**config.mk**
```make
export PLATFORM = sky130hd
export DESIGN_NAME = svc_soc_mem_arb
export DESIGN_NICKNAME = d
export VERILOG_FILES = /design/src/rtl/svc_soc_mem_arb.sv
export SDC_FILE = /design/constraint.sdc
export NUM_CORES = 1
export LEC_CHECK = 0
export ABC_AREA = 1
export CAP_MARGIN = 15
export CORE_AREA = 2 2 96 98
export DETAILED_ROUTE_END_ITERATION = 8
export DIE_AREA = 0 0 98 100
export GPL_ROUTABILITY_DRIVEN = 0
export PLACE_DENSITY_LB_ADDON = 0.2
export SETUP_SLACK_MARGIN = 0.5
export SLEW_MARGIN = 20
export SYNTH_ARGS = -nofsm -noshare
export SYNTH_HDL_FRONTEND = slang
export SYNTH_SLANG_ARGS = --single-unit
```
**constraint.sdc**
```tcl
create_clock -name clk -period 1.96 [get_ports clk]
set_clock_uncertainty 0.05 [all_clocks]
set_input_delay 0.392 -clock clk [delete_from_list [all_inputs] [get_ports clk]]
set_output_delay 0.392 -clock clk [all_outputs]
set_load 0.1 [all_outputs]
```
**src/rtl/svc_soc_mem_arb.sv**
```systemverilog
// svc_soc_mem_arb: two-requester arbiter (CPU data port, debug/loader port)
// in front of a single-port DMEM.
// Grants are combinational and at most one is issued per cycle. Debug
// requests are bounded in wait by MAX_WAIT. dbg_hold blocks all CPU grants.
// Read data returns one cycle after the read is granted.
// Optional build macro: SVC_SOC_MEM_ARB_STATS_EN adds the 32-bit grant and
// conflict counters stat_cpu_grants, stat_dbg_grants and stat_conflicts.
module svc_soc_mem_arb #(
  parameter int unsigned AW       = 10,
  parameter int unsigned DW       = 32,
  parameter int unsigned MAX_WAIT = 4
) (
  input  logic            clk,
  input  logic            rst_n,
  input  logic            cpu_req_valid,
  output logic            cpu_req_ready,
  input  logic [AW-1:0]   cpu_req_addr,
  input  logic            cpu_req_we,
  input  logic [DW-1:0]   cpu_req_wdata,
  input  logic [DW/8-1:0] cpu_req_wstrb,
  output logic            cpu_rsp_valid,
  output logic [DW-1:0]   cpu_rsp_rdata,
  input  logic            dbg_req_valid,
  output logic            dbg_req_ready,
  input  logic [AW-1:0]   dbg_req_addr,
  input  logic            dbg_req_we,
  input  logic [DW-1:0]   dbg_req_wdata,
  input  logic [DW/8-1:0] dbg_req_wstrb,
  output logic            dbg_rsp_valid,
  output logic [DW-1:0]   dbg_rsp_rdata,
  input  logic            dbg_hold,
  output logic            mem_en,
  output logic [DW/8-1:0] mem_wstrb,
  output logic [AW-1:0]   mem_addr,
  output logic [DW-1:0]   mem_wdata,
  input  logic [DW-1:0]   mem_rdata
`ifdef SVC_SOC_MEM_ARB_STATS_EN
  ,
  output logic [31:0]     stat_cpu_grants,
  output logic [31:0]     stat_dbg_grants,
  output logic [31:0]     stat_conflicts
`endif
);

  localparam logic [7:0] MAX_W = 8'(MAX_WAIT);

  typedef enum logic [1:0] {
    RSP_NONE,
    RSP_CPU,
    RSP_DBG
  } rsp_owner_t;

  rsp_owner_t rsp_owner, rsp_owner_nxt;
  logic [7:0] wait_cnt;
  logic       dbg_force;
  logic       cpu_grant;
  logic       dbg_grant;

  // Grant decision: hold > starvation override > CPU > idle-CPU debug.
  // Grants are gated by rst_n so that both ready outputs read 0 while reset
  // is asserted, even though they are combinational.
  always_comb begin
    dbg_force = dbg_req_valid && (wait_cnt == MAX_W);
    cpu_grant = 1'b0;
    dbg_grant = 1'b0;
    if (rst_n) begin
      if (dbg_hold) begin
        dbg_grant = dbg_req_valid;
      end else if (dbg_force) begin
        dbg_grant = 1'b1;
      end else if (cpu_req_valid) begin
        cpu_grant = 1'b1;
      end else begin
        dbg_grant = dbg_req_valid;
      end
    end
  end

  assign cpu_req_ready = cpu_grant;
  assign dbg_req_ready = dbg_grant;
  assign mem_en        = cpu_grant | dbg_grant;

  // Route the granted request onto the memory port; reads drive zero strobes.
  always_comb begin
    mem_addr  = '0;
    mem_wdata = '0;
    mem_wstrb = '0;
    if (dbg_grant) begin
      mem_addr  = dbg_req_addr;
      mem_wdata = dbg_req_wdata;
      mem_wstrb = dbg_req_we ? dbg_req_wstrb : '0;
    end else if (cpu_grant) begin
      mem_addr  = cpu_req_addr;
      mem_wdata = cpu_req_wdata;
      mem_wstrb = cpu_req_we ? cpu_req_wstrb : '0;
    end
  end

  // Debug starvation counter: counts lost cycles, saturating at MAX_WAIT.
  always_ff @(posedge clk or negedge rst_n) begin
    if (!rst_n) begin
      wait_cnt <= '0;
    end else if (!dbg_req_valid || dbg_grant) begin
      wait_cnt <= '0;
    end else if (wait_cnt != MAX_W) begin
      wait_cnt <= wait_cnt + 8'd1;
    end
  end

  // Response owner register.
  always_ff @(posedge clk or negedge rst_n) begin
    if (!rst_n) begin
      rsp_owner <= RSP_NONE;
    end else begin
      rsp_owner <= rsp_owner_nxt;
    end
  end

  // Next owner: the port whose read was accepted this cycle, if any.
  always_comb begin
    rsp_owner_nxt = RSP_NONE;
    if (cpu_grant && !cpu_req_we) begin
      rsp_owner_nxt = RSP_CPU;
    end else if (dbg_grant && !dbg_req_we) begin
      rsp_owner_nxt = RSP_DBG;
    end
  end

  assign cpu_rsp_valid = (rsp_owner == RSP_CPU);
  assign dbg_rsp_valid = (rsp_owner == RSP_DBG);
  assign cpu_rsp_rdata = mem_rdata;
  assign dbg_rsp_rdata = mem_rdata;

`ifdef SVC_SOC_MEM_ARB_STATS_EN
  // Free-running statistics counters, wrapping at 2**32.
  always_ff @(posedge clk or negedge rst_n) begin
    if (!rst_n) begin
      stat_cpu_grants <= '0;
      stat_dbg_grants <= '0;
      stat_conflicts  <= '0;
    end else begin
      if (cpu_grant) stat_cpu_grants <= stat_cpu_grants + 32'd1;
      if (dbg_grant) stat_dbg_grants <= stat_dbg_grants + 32'd1;
      if (cpu_req_valid && dbg_req_valid) stat_conflicts <= stat_conflicts + 32'd1;
    end
  end
`endif

endmodule

```
==> results of run 1 <==
-- critical path, stage by stage (launching register included) --
cell     delay [ps]
dfrtp_1         380
inv_2            80
ha_4            140
inv_2            40
nor2_4           90
nand2_2          80
nand2_4          80
nand2_8          90
inv_12          100
buf_12          120
buf_12          140
nand2_8          60
nand2_8          60
buf_12          160
-- area by class of cell --
type | instances | area (µm²)
inverters | 18 | 92.6
multi-input cells | 195 | 2390
flip-flops and latches | 10 | 250
repair inverters | 1 | 8.76
fillers | 668 | 3230
well taps | 111 | 139
clock buffers | 4 | 55.1
repair buffers | 208 | 2720
-- routing by layer --
metal | vias to the layer above | global-route usage, % | routed length [µm]
met5 | - | 0 | 0
met4 | 0 | 3.31 | 154
met3 | 19 | 4.60 | 668
met2 | 128 | 29.3 | 4300
met1 | 1089 | 16.4 | 2560
li1 | 1125 | - | -
-- power groups by stage --
stage | Combinational [µW] | Sequential (µW) | Clock, µW
2_1_floorplan | 1400 | 220 | 0
3_3_place_gp | 1360 | 220 | 0
3_5_place_dp | 1370 | 220 | 0
4_1_cts | 1530 | 216 | 272
5_1_grt | 1590 | 218 | 286
6_report | 1540 | 217 | 269
-- per-stage QoR --
| stage | setup TNS (ps) | utilization (%) | hold WS, ps |
|---|---|---|---|
| floorplan | -1800 | - | 46.4 |
| global placement | -19060 | 54.0 | 478 |
| detailed placement | -19700 | 54.0 | 494 |
| CTS | -17020 | 62.6 | 226 |
| global route | -20310 | 63.7 | 246 |
| finish | -15910 | 63.7 | 218 |
-- placed cells by master (no fill, tap or decap), types with 3 or more instances in the layout --
| cell | count |
|---|---|
| buf_16 | 6 |
| nand4_1 | 8 |
| inv_2 | 8 |
| o21ai_4 | 4 |
| clkdlybuf4s50_1 | 95 |
| buf_12 | 63 |
| dfrtp_1 | 10 |
| nor2_1 | 8 |
| inv_1 | 8 |
| dlygate4sd2_1 | 3 |
| nand3_1 | 6 |
| nand2_2 | 37 |
| buf_4 | 39 |
| nor2_4 | 3 |
| clkbuf_8 | 4 |
| nand2_4 | 24 |
| nand2_1 | 14 |
| nand2_8 | 73 |
| nor2_2 | 4 |
-- path summary, 6_finish.rpt --
check / end / slack [ps] / depth (start not counted)
max: mem_wdata[27] / -370 / 13
min: wait_cnt[3] / 220 / 2
max reg2reg: wait_cnt[2] / 230 / 12
min reg2reg: wait_cnt[7] / 510 / 2
max in group asynchronous: wait_cnt[0] / 1500 / 2
min in group clk: wait_cnt[7] / 510 / 2
-- state kept, by name, summed over array words and instances (netlist names) --
name,flops
wait_cnt,8
rsp_owner,2
-- repair_timing --
action	4_1_cts	5_1_grt
endpoints found under the hold margin	0	0
pin swaps	16	4
gates resized for setup	117	9
buffers inserted	12	5
cloned	5	0
setup endpoints to repair	58	59
-- cells by family (layout without fill, tap and decap cells) --
family / count (synthesis) / count (layout) / share of synthesized area [%]
compound gates: 11 / 11 / 3.43
simple gates: 179 / 179 / 43.8
fa+ha+maj: 2 / 2 / 1.35
buf+inv: 92 / 231 / 36.5
flops: 10 / 10 / 13.5
xor+xnor: 3 / 3 / 1.41
==> impl_metrics.yaml, run 1 <==
worst_setup_path:
  r2r_start: "wait_cnt[1]"
  worstSetupStartpointType: "flop"
  crit_start: "wait_cnt[1]"
  cp.required_ps: 1520
  crit_type: "flop to output pin"
  cp_data_arrival_time_ps: 1890
  cp-end-kind: "output pin"
  critPathMaxFanout: 6
cts:
  cts_buffers: 3
  cts_tree: "done"
  clock-sinks: 10
  clock_latency_ps: 240
  clock_path_buffers: 2
  clkTransAtPathRegs_ps: 50
  h-tree-depth: 1
  clock-root-buffer: "clkbuf_8"
  ctsHoldBuffers: 0
power_and_ir_drop:
  p_comb_share_pct: 76.0
  power_density_mw_per_mm2: 358
  leakage_uw: 0.00229
  fin_total_pwr_uw: 2020
  switchingPower_uw: 954
  swShare_pct: 47.1
  max-vdd-ir-drop_mv: 0.365
  p_seq_share_pct: 10.7
  p_int_uw: 1070
  clkPwrFrac_pct: 13.3
timing:
  hold_viol: 0
  slew_headroom_pct: 85.7
  min_period_over_period_pct: 119
  tightestPinTransition_ps: 214
  setup_viol: 49
  drv_slew: 0
  worst_slack_ps: -371
  rsz0062_at_grt: "yes"
  period_needed_ps: 2330
  max_freq_ghz: 0.429
place:
  post-place-ws_ps: -449
  placement.cell_area_mm2: 0.00480
  placed_cells: 521
  place_hpwl_mm: 5.97
  portBuffers: 149
yosys:
  netlist_area_mm2: 0.00186
  synth_area_leaders: "buf_4 (26%), nand2_1 (25%), dfrtp_1 (13%)"
  ys_async_sr_fraction_pct: 100
  syn_avg_cell_area_um2: 6.26
  synth_edf_count: 0
  ys_ff_latch: 10
  yosysWarnings: 0
  synth-main-ff-cell: "dfrtp_1"
  synth_top_area_share_pct: 25.8
  syn_inst: 297
  synth_common_cells: "nand2_1 (123), buf_4 (64), nand2_2 (22)"
  yosysTopAreaCell: "buf_4"
  ys_types: 26
  yosysMostFrequentCell: "nand2_1"
  synth-seq-area-share_pct: 13.5
  syn-num-nets: 430
floorplanning:
  dieArea_mm2: 0.00980
  coreArea_mm2: 0.00889
  initial_core_util_pct: 20.9
  ios: 246
  dieHeight_um: 100
  num_rows: 35
  die_x_um: 98
cells_and_area:
  layout.cells.non_filler: 547
  finalNetCount: 570
  n_antenna_cell: 0
  layout-drive-gt1-share_pct: 62.6
  area_growth_pct: 204
  fin_area_mm2: 0.00566
worst_hold_path:
  hold_path.class: "input port to asynchronous set/reset pin"
drt:
  route.detailed.drc: 0
  drt_iter0_markers: 29
  via_count: 2361
  dr.pass1.iters: 4
  antenna_left: 0
  drt-total-wl_mm: 7.69
  wl_per_cell_um: 14.1
  viasPerCell: 4.32
global_routing:
  first_global_vias: 2506
  grt.total_usage_pct: 15.2
  grt_pass1_wl_mm: 12.2
  grt_antenna_before_repair: 0
  grt_start_max_net_pins: 11
  overflow: 0
outcome:
  status: "finished, violations left"
  violations: "negative setup slack"
job:
  maxCapViolCount: 0
Note: power is estimated with default switching activity, not from simulation.
==> run 2: changes to the inputs <==
Settings changed: PLACE_DENSITY_LB_ADDON 0.2 to 0.3, RECOVER_POWER from default to 50.
==> run 2 against run 1 <==
Net effect: the flow still finishes with violations (negative setup slack); setup slack worse by 49 ps; worst hold slack improved by 130 ps; design area up 2.0%; sequential cell count did not move; critical path depth is the same; non-clock buffer count decreased by 13; sequential power about the same; wire length up 8.8%; clock power fell by 20%.
==> impl_metrics.yaml, run 2 (synthesized netlist as in run 1, its figures left out) <==
worst_setup_path:
  cp_data_arrival_time_ps: 1940
  cp.required_ps: 1520
  crit_type: "flop to output pin"
  cp_num_buf_inv: 7
  cp_slowest_cell: "dfrtp_1"
  reg2reg_to: "wait_cnt[5]"
  critPathTopFamily: "buffers and inverters"
  r2r_start: "wait_cnt[1]"
  worstPathCellList: "inv_2, ha_4, inv_2, nor2_4, buf_6, nand3_4, nand2_4, inv_6, buf_12, buf_16, nand2_8, nand2_8, buf_12"
  critPathMaxFanout: 8
  max_stage_delay_ps: 380
  worstRegToRegCells: 11
  worstSetupPathDepth: 13
  cp-endpoint: "mem_wdata[6]"
  worstSetupStartpointType: "flop"
  rrSetupSlack_ps: 270
  crit_start: "wait_cnt[1]"
  cp-end-kind: "output pin"
cts:
  clock-root-buffer: "clkbuf_8"
  clkTransAtPathRegs_ps: 50
  cts_buffers: 3
  h-tree-depth: 1
  clock_latency_ps: 240
  clock_path_buffers: 2
  clock-sinks: 10
  cts_tree: "done"
global_routing:
  grt_antenna_before_repair: 0
  grt.total_usage_pct: 16.6
  overflow: 0
  first_global_vias: 2562
  grt_pass1_wl_mm: 13.0
  grt_start_max_net_pins: 13
timing:
  drv_slew: 0
  min_period_over_period_pct: 121
  tightestPinTransition_ps: 574
  hold_viol: 0
  period_needed_ps: 2380
  setup_viol: 49
  rsz0062_at_grt: "yes"
  slew_headroom_pct: 61.7
  worst_slack_ps: -420
  max_freq_ghz: 0.420
place:
  portBuffers: 149
  placed_cells: 517
  place_hpwl_mm: 5.85
floorplanning:
  die_x_um: 98
  dieHeight_um: 100
  ios: 246
  coreArea_mm2: 0.00889
  dieArea_mm2: 0.00980
  initial_core_util_pct: 20.9
  num_rows: 35
cells_and_area:
  largest_reg_flops: 8
  area_growth_pct: 210
  n_antenna_cell: 0
  layout.cells.non_filler: 534
  final_cell_mix: "nand2_8 (100), clkdlybuf4s50_1 (95), buf_12 (59)"
  layout-drive-gt1-share_pct: 59.6
  final_common_cell: "nand2_8"
  finalNetCount: 558
  reg_top3: "wait_cnt: 8 flops, rsp_owner: 2 flops"
  fillers: 648
  registers.top_by_ff_count: "wait_cnt"
outcome:
  status: "finished, violations left"
  violations: "negative setup slack"
power_and_ir_drop:
  power_density_mw_per_mm2: 346
  fin_total_pwr_uw: 2000
  max-vdd-ir-drop_mv: 0.261
  leakage_uw: 0.00213
drt:
  antenna_left: 0
  route.detailed.drc: 0
  viasPerCell: 4.35
  drt-total-wl_mm: 8.37
  via_count: 2321
  wl_per_cell_um: 15.7
  drt_iter0_markers: 16
  dr.pass1.iters: 6
job:
  maxCapViolCount: 0
worst_hold_path:
  hold_path.class: "input port to asynchronous set/reset pin"
run 2: cell types whose count changed in the layout (fill, tap and decap cells not counted), moves of 2 or more:
cell and delta:
nand2_8 +27, nand2_1 +4, nand2_4 -16, nand2_2 -15, inv_6 +2, nor2_2 -3
inv_12 -2, nor2_1 +2, buf_12 -4, buf_4 -12, buf_6 +3
run 2: through the flow:
stage	hold WS, ps	util [%]	setup TNS, ps	cell area (µm²)	setup slack, ps
after global routing	407	64.9	-22670	5770	-517
final	353	64.9	-17950	5770	-420
after floorplan	46.4	-	-1800	2910	-110
after detailed placement	477	53.6	-22150	4760	-506
after global placement	467	53.6	-19840	4760	-456
after CTS	214	64.3	-17760	5720	-422
run 2: per-layer routing:
metal | up-vias | global-route usage (%) | part of all wire, %
met4 | 0 | 3.42 | 1.3
met3 | 15 | 5.08 | 7.9
met2 | 119 | 33.5 | 59
li1 | 1105 | - | -
met5 | - | 0 | 0
met1 | 1082 | 16.7 | 32
run 2: power breakdown:
group / total, µW / internal (µW) / switching [µW]
Sequential: 217 / 213 / 4.59
Clock: 216 / 135 / 81.2
Combinational: 1560 / 662 / 900
run 2: repair_timing:
item	in CTS	in global routing
hold buffers	0	0
setup endpoints to repair	58	59
pin swaps	11	5
gates cloned	6	0
setup buffers	6	2
gates resized for setup	145	9
run 2: worst min path at each step:
stage                startpoint           end  slack, ps  cells past startpoint
detailed placement  wait_cnt[7]   wait_cnt[7]        480                      2
finish                    rst_n   wait_cnt[2]        350                      2
floorplan                 rst_n  rsp_owner[0]         50                      0
CTS                       rst_n   wait_cnt[0]        210                      2
global route              rst_n  rsp_owner[1]        410                      2
global placement    wait_cnt[7]   wait_cnt[7]        470                      2
run 2: area by class of cell:
type	count	area, µm²	share of cell area [%]
Multi-Input combinational cell	195	2670	46.3
Timing Repair Buffer	195	2560	44.4
Sequential cell	10	250	4.34
Tap cell	111	139	2.41
Inverter	18	88.8	1.54
Clock buffer	3	41.3	0.715
Timing Repair inverter	2	17.5	0.303
